[src/rtl/alarm_controller.sv]
// Alarm controller: per-zone sensor debounce feeding a four-state
// DISARMED / ARMED / ENTRY / ALARM machine with entry-delay countdown
// and a sticky record of the zones seen open while armed.
module alarm_controller #(
    parameter int N_ZONES                    = 5,
    parameter int DB_CYCLES                  = 4,
    parameter int ENTRY_CYCLES               = 16,
    parameter logic [N_ZONES-1:0] DELAY_MASK = N_ZONES'(1),
    localparam int CW                        = (ENTRY_CYCLES > 1) ? $clog2(ENTRY_CYCLES) : 1
) (
    input  logic               clk,
    input  logic               rst_n,
    input  logic [N_ZONES-1:0] sensor,
    input  logic [N_ZONES-1:0] zone_en,
    input  logic               arm,
    input  logic               disarm,
    output logic               alarm,
    output logic               armed,
    output logic               entry_pending,
    output logic [CW-1:0]      entry_count,
    output logic [N_ZONES-1:0] trip_zones
);

    localparam int DBW = (DB_CYCLES > 1) ? $clog2(DB_CYCLES) : 1;
    localparam logic [DBW-1:0] DB_LAST  = DBW'(DB_CYCLES - 1);
    localparam logic [CW-1:0]  CNT_LOAD = CW'(ENTRY_CYCLES - 1);

    typedef enum logic [1:0] {
        S_DISARMED,
        S_ARMED,
        S_ENTRY,
        S_ALARM
    } state_t;

    state_t               r_state;
    logic [CW-1:0]        r_entryCount;
    logic                 r_alarm;
    logic                 r_armed;
    logic                 r_entryPending;
    logic [N_ZONES-1:0]   r_tripZones;
    logic [N_ZONES-1:0]   r_filtered;
    logic [DBW-1:0]       r_dbCnt [N_ZONES];

    state_t               w_nextState;
    logic [CW-1:0]        w_nextCount;
    logic [N_ZONES-1:0]   w_nextTrip;
    logic [N_ZONES-1:0]   w_active;
    logic [N_ZONES-1:0]   w_inst;
    logic [N_ZONES-1:0]   w_dly;

    // Debounce: a zone's filtered bit flips only once the raw input has
    // disagreed with it on DB_CYCLES consecutive edges; any agreement restarts.
    always_ff @(posedge clk or negedge rst_n) begin
        if (!rst_n) begin
            r_filtered <= '0;
            for (int z = 0; z < N_ZONES; z++) begin
                r_dbCnt[z] <= '0;
            end
        end else begin
            for (int z = 0; z < N_ZONES; z++) begin
                if (sensor[z] == r_filtered[z]) begin
                    r_dbCnt[z] <= '0;
                end else if (r_dbCnt[z] == DB_LAST) begin
                    r_filtered[z] <= sensor[z];
                    r_dbCnt[z]    <= '0;
                end else begin
                    r_dbCnt[z] <= r_dbCnt[z] + DBW'(1);
                end
            end
        end
    end

    assign w_active = r_filtered & zone_en;
    assign w_inst   = w_active & ~DELAY_MASK;
    assign w_dly    = w_active & DELAY_MASK;

    // Next-state decode; disarm is checked first in every armed state so it
    // always beats a simultaneous trip, and arm is only honoured when idle.
    always_comb begin
        w_nextState = r_state;
        w_nextCount = '0;
        case (r_state)
            S_DISARMED: begin
                if (arm && !disarm && (w_active == '0)) begin
                    w_nextState = S_ARMED;
                end
            end
            S_ARMED: begin
                if (disarm) begin
                    w_nextState = S_DISARMED;
                end else if (w_inst != '0) begin
                    w_nextState = S_ALARM;
                end else if (w_dly != '0) begin
                    w_nextState = S_ENTRY;
                    w_nextCount = CNT_LOAD;
                end
            end
            S_ENTRY: begin
                if (disarm) begin
                    w_nextState = S_DISARMED;
                end else if (w_inst != '0) begin
                    w_nextState = S_ALARM;
                end else if (r_entryCount == '0) begin
                    w_nextState = S_ALARM;
                end else begin
                    w_nextCount = r_entryCount - CW'(1);
                end
            end
            S_ALARM: begin
                if (disarm) begin
                    w_nextState = S_DISARMED;
                end
            end
            default: begin
                w_nextState = S_DISARMED;
            end
        endcase
    end

    // Trip record accumulates while armed and is wiped when disarming.
    always_comb begin
        w_nextTrip = r_tripZones;
        if (w_nextState == S_DISARMED) begin
            w_nextTrip = '0;
        end else if (r_state != S_DISARMED) begin
            w_nextTrip = r_tripZones | w_active;
        end
    end

    // State, countdown and every output register update together, so no
    // input ever reaches an output without passing through a flop.
    always_ff @(posedge clk or negedge rst_n) begin
        if (!rst_n) begin
            r_state        <= S_DISARMED;
            r_entryCount   <= '0;
            r_alarm        <= 1'b0;
            r_armed        <= 1'b0;
            r_entryPending <= 1'b0;
            r_tripZones    <= '0;
        end else begin
            r_state        <= w_nextState;
            r_entryCount   <= w_nextCount;
            r_alarm        <= (w_nextState == S_ALARM);
            r_armed        <= (w_nextState != S_DISARMED);
            r_entryPending <= (w_nextState == S_ENTRY);
            r_tripZones    <= w_nextTrip;
        end
    end

    assign alarm         = r_alarm;
    assign armed         = r_armed;
    assign entry_pending = r_entryPending;
    assign entry_count   = r_entryCount;
    assign trip_zones    = r_tripZones;

endmodule

[config.mk]
export PLATFORM = sky130hd
export DESIGN_NAME = alarm_controller
export DESIGN_NICKNAME = d
export VERILOG_FILES = /design/src/rtl/alarm_controller.sv
export SDC_FILE = /design/constraint.sdc
export NUM_CORES = 1
export LEC_CHECK = 0
export BUFFER_PORTS_ARGS = -buffer_cell sky130_fd_sc_hd__buf_2
export CAP_MARGIN = 10
export CORE_ASPECT_RATIO = 0.75
export CORE_MARGIN = 2
export CORE_UTILIZATION = 40
export CTS_CLUSTER_DIAMETER = 200
export DETAILED_ROUTE_END_ITERATION = 10
export PLACE_DENSITY = 0.57
export SKIP_CTS_REPAIR_TIMING = 1
export SYNTH_ARGS = -nofsm -noshare
export SYNTH_HDL_FRONTEND = slang
export SYNTH_SLANG_ARGS = --single-unit
export TNS_END_PERCENT = 10
[constraint.sdc]
create_clock -name clk -period 2.4 [get_ports clk]
set_input_delay 0.24 -clock clk [delete_from_list [all_inputs] [get_ports clk]]
set_output_delay 0.24 -clock clk [all_outputs]
set_load 0.005 [all_outputs]
### Yosys cells after proc, flatten, opt, wreduce, memory -nomap -nowiden

Cells that the tools add are included.

* bits in registers: 29
* input bits: 14

* add/subtract/negate cells: 6
* equal/unequal tests: 15
* muxes and demuxes: 28
* bitwise logic cells: 7
* reduce and logical (&&, ||, !) cells: 16

Operators with widths (count)
* two-way mux 2 bit: 18
* two-way mux 4 bit: 6
* == test 2 bit, second input constant: 9
* adder 2 x 1 -> 2 bit, second input constant: 5
* two-way mux 5 bit: 2
* AND reduction 2 bit: 5
* case mux 2 bit (4 select lines): 1
* case mux 4 bit (2 select lines): 1
* nonzero test 2 bit: 3
* AND 5 bit: 1
* == test 1 bit: 5
* logical NOT 5 bit: 1
* inverter 1 bit: 5
* OR 5 bit: 1
* nonzero test 5 bit: 1
* logical NOT 2 bit: 2
* logical NOT 4 bit: 1
* subtractor 4 x 1 -> 4 bit, second input constant: 1
* == test 2 x 1 -> 1 bit, second input constant: 1
* logical AND 1 bit: 2
* logical NOT 1 bit: 1

### Logic depth before layout (Yosys ltp)

* depth in word-level cells: 7
* mapped depth: 7

### Worst setup path after synthesis

Ideal clock, no wire load.

* path type: register to register
* start point: reg r_state[1]
* end point: reg r_tripZones[0], in the netlist trip_zones[0]
* setup time: 0.145 ns
* arrival: 1.570 ns
* required time: 2.255 ns
* setup slack: 0.684 ns
* cell stages (with the launch flop): 8
* path buffers: 0
* cell sequence: dfrtp_1 -> inv_1 -> ha_1 -> nand2b_1 -> a21oi_1 -> o21a_1 -> a2111oi_4 -> a21oi_1

* longest elaborated chain between the ends: 6
* elaborated cells on any way between the ends: 17
* classes of those cells: eq/ne: 3; mux: 10; reduce/logical: 4

Ends and longest elaborated chain
* start, declared: RTL line 35 `state_t r_state;`
* start signal, assigned: RTL line 141 `r_state <= w_nextState;`
* two-way mux 2 bit (on tied branches): RTL line 103, 93
* two-way mux 2 bit (on tied branches): RTL line 101, 91
* two-way mux 2 bit (on tied branches): RTL line 99, 89
* case mux 2 bit (4 select lines): RTL line 82 `case (r_state)`
* logical NOT 2 bit: RTL line 123 `if (w_nextState == S_DISARMED) begin`
* two-way mux 5 bit or nonzero test 2 bit (tied branches)
* end signal, assigned: RTL line 146 `r_tripZones <= w_nextTrip;`
* end, declared: RTL line 40 `logic [N_ZONES-1:0] r_tripZones;`

Several ways; a longest one is shown, not always the timed one.
A chain may end at the register's enable or synchronous reset.

### Final worst setup path

* start point: reg r_state[1]
* end point: reg r_tripZones[1], in the netlist trip_zones[1]

The elaborated chain is that of the path after synthesis.

==> impl_results.html <==
<table>
<tr><th>Metric</th><th>Value</th></tr>
<tr><th colspan="2">Timing</th></tr>
<tr><td>Final Skew</td><td>around 0.0047 ns</td></tr>
<tr><td>Count of endpoints failing setup in the final report</td><td>0</td></tr>
<tr><td>Max-slew headroom</td><td>0.5791</td></tr>
<tr><td>Count of pins over their slew limit</td><td>0</td></tr>
<tr><td>Portion of the clock cycle consumed by the worst path in the final layout</td><td>0.8319</td></tr>
<tr><td>Slew at the pin with the worst max-slew slack</td><td>between 0.6 and 0.7 ns</td></tr>
<tr><td>Maximum operating frequency</td><td>between 500 and 600 MHz</td></tr>
<tr><td>Final hold violations</td><td>29</td></tr>
<tr><td>Period minus WS final</td><td>approximately 2 ns</td></tr>
<tr><td>Fin Hold WS</td><td>-0.01209 ns</td></tr>
<tr><td>Unrepaired setup endpoints after global routing</td><td>no</td></tr>
<tr><td>Total Neg Setup Slack</td><td>0 ns</td></tr>
<tr><th colspan="2">Finish</th></tr>
<tr><td>Antenna Cells</td><td>0</td></tr>
<tr><td>Combined flip-flop and latch cell area</td><td>about 730 um^2</td></tr>
<tr><td>Multi-input logic area</td><td>between 600 and 700 um^2</td></tr>
<tr><td>Filler instances</td><td>317</td></tr>
<tr><td>Syn-to-layout area delta</td><td>18.04%</td></tr>
<tr><td>Net total in the final layout</td><td>roughly 180</td></tr>
<tr><td>Fraction of final layout cells sized beyond drive strength 1</td><td>0.2611</td></tr>
<tr><td>Final standard cell area without fillers</td><td>~1700 um^2</td></tr>
<tr><th colspan="2">Logic synthesis</th></tr>
<tr><td>Mapped Cells</td><td>between 100 and 150</td></tr>
<tr><td>Net Count, Synth</td><td>150</td></tr>
<tr><td>Post-synth cell types</td><td>26</td></tr>
<tr><td>Number of warnings printed during yosys synthesis</td><td>0</td></tr>
<tr><td>Share of async-settable or async-resettable flops after synthesis</td><td>1.000</td></tr>
<tr><td>Combinational family with the most area after synthesis</td><td>simple AND/OR/NAND/NOR gates</td></tr>
<tr><td>Average footprint of a synthesized cell</td><td>11.41 um^2</td></tr>
<tr><td>Post-Synth Adder-Cell Area</td><td>0.1061</td></tr>
<tr><td>Most area-consuming cells after synthesis</td><td>sky130_fd_sc_hd__dfrtp_1 (51%), sky130_fd_sc_hd__ha_1 (11%), sky130_fd_sc_hd__xnor2_1 (4.3%), sky130_fd_sc_hd__mux2_2 (4.0%), sky130_fd_sc_hd__nor2_1 (3.4%)</td></tr>
<tr><td>Number of storage elements in the synthesis netlist</td><td>29</td></tr>
<tr><td>Share of cell area taken by muxes after synthesis</td><td>0.03979</td></tr>
<tr><td>Sequential area share after synthesis</td><td>0.5128</td></tr>
<tr><td>Post-synthesis share of cell area spent on and, or, nand and nor gates</td><td>0.1706</td></tr>
<tr><td>Area of the mapped netlist</td><td>1415 um^2</td></tr>
<tr><td>Xor/xnor share of the synthesized area</td><td>0.04332</td></tr>
<tr><td>Area fraction in compound gates after synthesis</td><td>0.1114</td></tr>
<tr><td>Synth top area share</td><td>0.5128</td></tr>
<tr><td>EDFF count, synth</td><td>0</td></tr>
<tr><td>Primary flip-flop cell chosen by synthesis mapping</td><td>sky130_fd_sc_hd__dfrtp_1</td></tr>
<tr><td>Cell accounting for the most synthesized area</td><td>sky130_fd_sc_hd__dfrtp_1</td></tr>
<tr><th colspan="2">Die</th></tr>
<tr><td>Die H</td><td>55.51 um</td></tr>
<tr><td>Rows</td><td>18</td></tr>
<tr><td>Initial standard-cell utilization of the core</td><td>0.4245</td></tr>
<tr><td>Horizontal extent of the die</td><td>slightly above 70 um</td></tr>
<tr><td>Number of I/O pins</td><td>26</td></tr>
<tr><td>Die Area</td><td>about 4000 um^2</td></tr>
<tr><td>Core Area</td><td>between 3000 and 4000 um^2</td></tr>
<tr><th colspan="2">Placement</th></tr>
<tr><td>IO buf count</td><td>25</td></tr>
<tr><td>Global placer's final weighted congestion</td><td>a little over 0.7</td></tr>
<tr><td>Cell area after placement</td><td>roughly 1600 um^2</td></tr>
<tr><td>Post-detail-place hpwl</td><td>approximately 2000 um</td></tr>
<tr><th colspan="2">GRT</th></tr>
<tr><td>Initial antenna violation count</td><td>0</td></tr>
<tr><td>Congestion Overflow GR</td><td>0</td></tr>
<tr><td>Pin count of the biggest net entering global routing</td><td>30</td></tr>
<tr><td>Global-route wire length before repair</td><td>4181 um</td></tr>
<tr><td>Overall Global Routing Usage</td><td>0.1357</td></tr>
<tr><td>Number of global-route vias before repair</td><td>roughly 950</td></tr>
<tr><th colspan="2">Critical path</th></tr>
<tr><td>Kind of capture point of the worst setup path</td><td>register</td></tr>
<tr><td>Worst setup path class</td><td>register to register</td></tr>
<tr><td>Worst path arrival time</td><td>~2.1 ns</td></tr>
<tr><td>Data required time of the critical path</td><td>~2.5 ns</td></tr>
<tr><td>Startpoint type of the worst setup path</td><td>register</td></tr>
<tr><td>Highest net fanout along the worst path</td><td>9</td></tr>
<tr><th colspan="2">Clock tree</th></tr>
<tr><td>Root cell of the clock tree</td><td>sky130_fd_sc_hd__clkbuf_8</td></tr>
<tr><td>Clock latency of the later-clocked register in the worst-skew pair</td><td>approximately 0.27 ns</td></tr>
<tr><td>Maximum clock insertion buffer count</td><td>2</td></tr>
<tr><td>Number of clock buffers inserted by TritonCTS</td><td>5</td></tr>
<tr><td>Number of clock sinks</td><td>29</td></tr>
<tr><td>TritonCTS clock tree</td><td>yes</td></tr>
<tr><td>Clock edge transition at the registers on the reported setup and hold paths</td><td>around 0.06 ns</td></tr>
<tr><td>Max H-tree Level</td><td>2</td></tr>
<tr><th colspan="2">Run</th></tr>
<tr><td>Max-cap viol count</td><td>0</td></tr>
<tr><th colspan="2">Pwr</th></tr>
<tr><td>Power share of the clock group</td><td>0.210</td></tr>
<tr><td>Proportion of power drawn by combinational gates</td><td>0.353</td></tr>
<tr><td>Total power after layout</td><td>around 1.8 mW</td></tr>
<tr><td>Internal portion of total power</td><td>between 1 and 1.5 mW</td></tr>
<tr><td>Pleak</td><td>roughly 0.83 nW</td></tr>
<tr><td>Pwr dens</td><td>between 1000 and 1500 nW/um^2</td></tr>
<tr><td>Psw</td><td>around 0.6 mW</td></tr>
<tr><td>Fraction of power spent switching nets</td><td>0.3421</td></tr>
<tr><td>Sequential group share of total power</td><td>0.437</td></tr>
<tr><td>Maximum ir drop on the vdd rail</td><td>0.0005347 V</td></tr>
<tr><th colspan="2">Drt</th></tr>
<tr><td>Via count normalized by instance count</td><td>between 4 and 5</td></tr>
<tr><td>TritonRoute pass-1 iters</td><td>4</td></tr>
<tr><td>Total wire length</td><td>~2500 um</td></tr>
<tr><td>WL/cell</td><td>12.78 um</td></tr>
<tr><td>DRT antenna net count</td><td>0</td></tr>
<tr><td>Post-route DRC</td><td>0</td></tr>
<tr><td>Vias after detailed routing</td><td>~980</td></tr>
<tr><td>Detailed Route Iter0 Violations</td><td>15</td></tr>
<tr><th colspan="2">Worst hold path</th></tr>
<tr><td>Classification of the worst-slack hold path</td><td>primary input to asynchronous set/reset pin</td></tr>
<tr><th colspan="2">Run status</th></tr>
<tr><td>Run status</td><td>finished with violations</td></tr>
<tr><td>Violated checks</td><td>hold timing</td></tr>
</table>
## cells in the mapped netlist, types with 3 or more instances
cell                      instances
sky130_fd_sc_hd__xnor2_1          7
sky130_fd_sc_hd__and2_1           4
sky130_fd_sc_hd__nor2_1          13
sky130_fd_sc_hd__inv_1            6
sky130_fd_sc_hd__dfrtp_1         29
sky130_fd_sc_hd__nor2b_1          6
sky130_fd_sc_hd__nand2_2          3
sky130_fd_sc_hd__a21oi_1          9
sky130_fd_sc_hd__nor3_1           6
sky130_fd_sc_hd__ha_1            12
sky130_fd_sc_hd__mux2_2           5
sky130_fd_sc_hd__o21ai_0          6
sky130_fd_sc_hd__nand2_1          4
## power groups by stage
stage | sequential (mW) | combinational, mW | clock, mW
after floorplan | 0.752 | 0.459 | 0
after global placement | 0.763 | 0.600 | 0
after detailed placement | 0.774 | 0.629 | 0
after CTS | 0.767 | 0.630 | 0.385
after global routing | 0.787 | 0.696 | 0.410
final | 0.766 | 0.618 | 0.368
## through the flow
step	util	cells	worst slack [ns]
after global routing	0.5011	197	0.2042
final	0.5011	197	0.4035
after global placement	0.4771	189	0.4583
after CTS	0.5011	197	0.3806
after floorplan	-	124	0.6844
after detailed placement	0.4771	189	0.3911
## state kept, by name, summed over array words and instances, names as in the netlist
signal,cells
r_dbCnt,10
r_filtered,5
trip_zones,5
entry_count,4
r_state,2
alarm,1
armed,1
entry_pending,1
## final timing paths
| path | startpoint | endpoint | slack, ns | cells past startpoint |
|---|---|---|---|---|
| worst max-delay path | r_state[1]$_DFF_PN0_ | trip_zones[1]$_DFFE_PN0P_ | 0.40 | 7 |
| worst min-delay path | rst_n | r_filtered[2]$_DFFE_PN0P_ | -0.01 | 1 |
| worst max register to register | r_state[1]$_DFF_PN0_ | trip_zones[1]$_DFFE_PN0P_ | 0.40 | 7 |
| worst min register to register | r_dbCnt[2]$_DFF_PN0_ | r_dbCnt[2]$_DFF_PN0_ | 0.44 | 1 |
| max in group asynchronous | rst_n | r_dbCnt[0]$_DFF_PN0_ | 2.00 | 1 |
| min in group clk | sensor[4] | r_filtered[4]$_DFFE_PN0P_ | 0.23 | 2 |
## per-layer routing
layer	vias to the layer above	part of all wire	global-route usage	routed length (um)
met5	-	0	0	0
met4	0	0	0.03968	0
met3	0	0.048	0.05109	122
met2	22	0.50	0.2208	1254
met1	472	0.45	0.1671	1140
li1	490	-	-	-
## area by class of cell
type / count / share of cell area
inverter: 6 / 0.01348
multi-input combinational: 89 / 0.3993
clock buffer: 8 / 0.04794
tap: 40 / 0.02996
sequential: 29 / 0.4345
timing repair buffer: 25 / 0.07491
## worst max-delay path, cell delays in order, from the launching register on
cell	delay, ns
sky130_fd_sc_hd__dfrtp_1	0.46
sky130_fd_sc_hd__inv_1	0.12
sky130_fd_sc_hd__ha_1	0.23
sky130_fd_sc_hd__nand2b_1	0.12
sky130_fd_sc_hd__a21oi_1	0.05
sky130_fd_sc_hd__o21a_1	0.20
sky130_fd_sc_hd__a2111oi_4	0.54
sky130_fd_sc_hd__a21oi_1	0.13
## layout by cell type, fill, tap and decap left out, types with 2 or more instances in the layout
master	synthesis	routed
sky130_fd_sc_hd__nand2_2	3	3
sky130_fd_sc_hd__mux2_2	5	5
sky130_fd_sc_hd__xnor2_1	7	7
sky130_fd_sc_hd__inv_1	6	6
sky130_fd_sc_hd__nand2_1	4	4
sky130_fd_sc_hd__nor3_1	6	6
sky130_fd_sc_hd__a21oi_1	9	9
sky130_fd_sc_hd__clkbuf_8	0	5
sky130_fd_sc_hd__ha_1	12	12
sky130_fd_sc_hd__nor2b_1	6	6
sky130_fd_sc_hd__and2_1	4	4
sky130_fd_sc_hd__nor3b_1	2	2
sky130_fd_sc_hd__nor2_1	13	13
sky130_fd_sc_hd__clkbuf_1	0	3
sky130_fd_sc_hd__dfrtp_1	29	29
sky130_fd_sc_hd__buf_2	0	25
sky130_fd_sc_hd__o21ai_0	6	6
## logic make-up after synthesis
group	after synthesis
adders and majority gates	12
muxes	5
DFF	29
AOI/OAI and AO/OA	22
buffers and inverters	6
xor gates and xnor gates	7
and+or+nand+nor	43
Note: power is estimated with default switching activity, not from simulation.
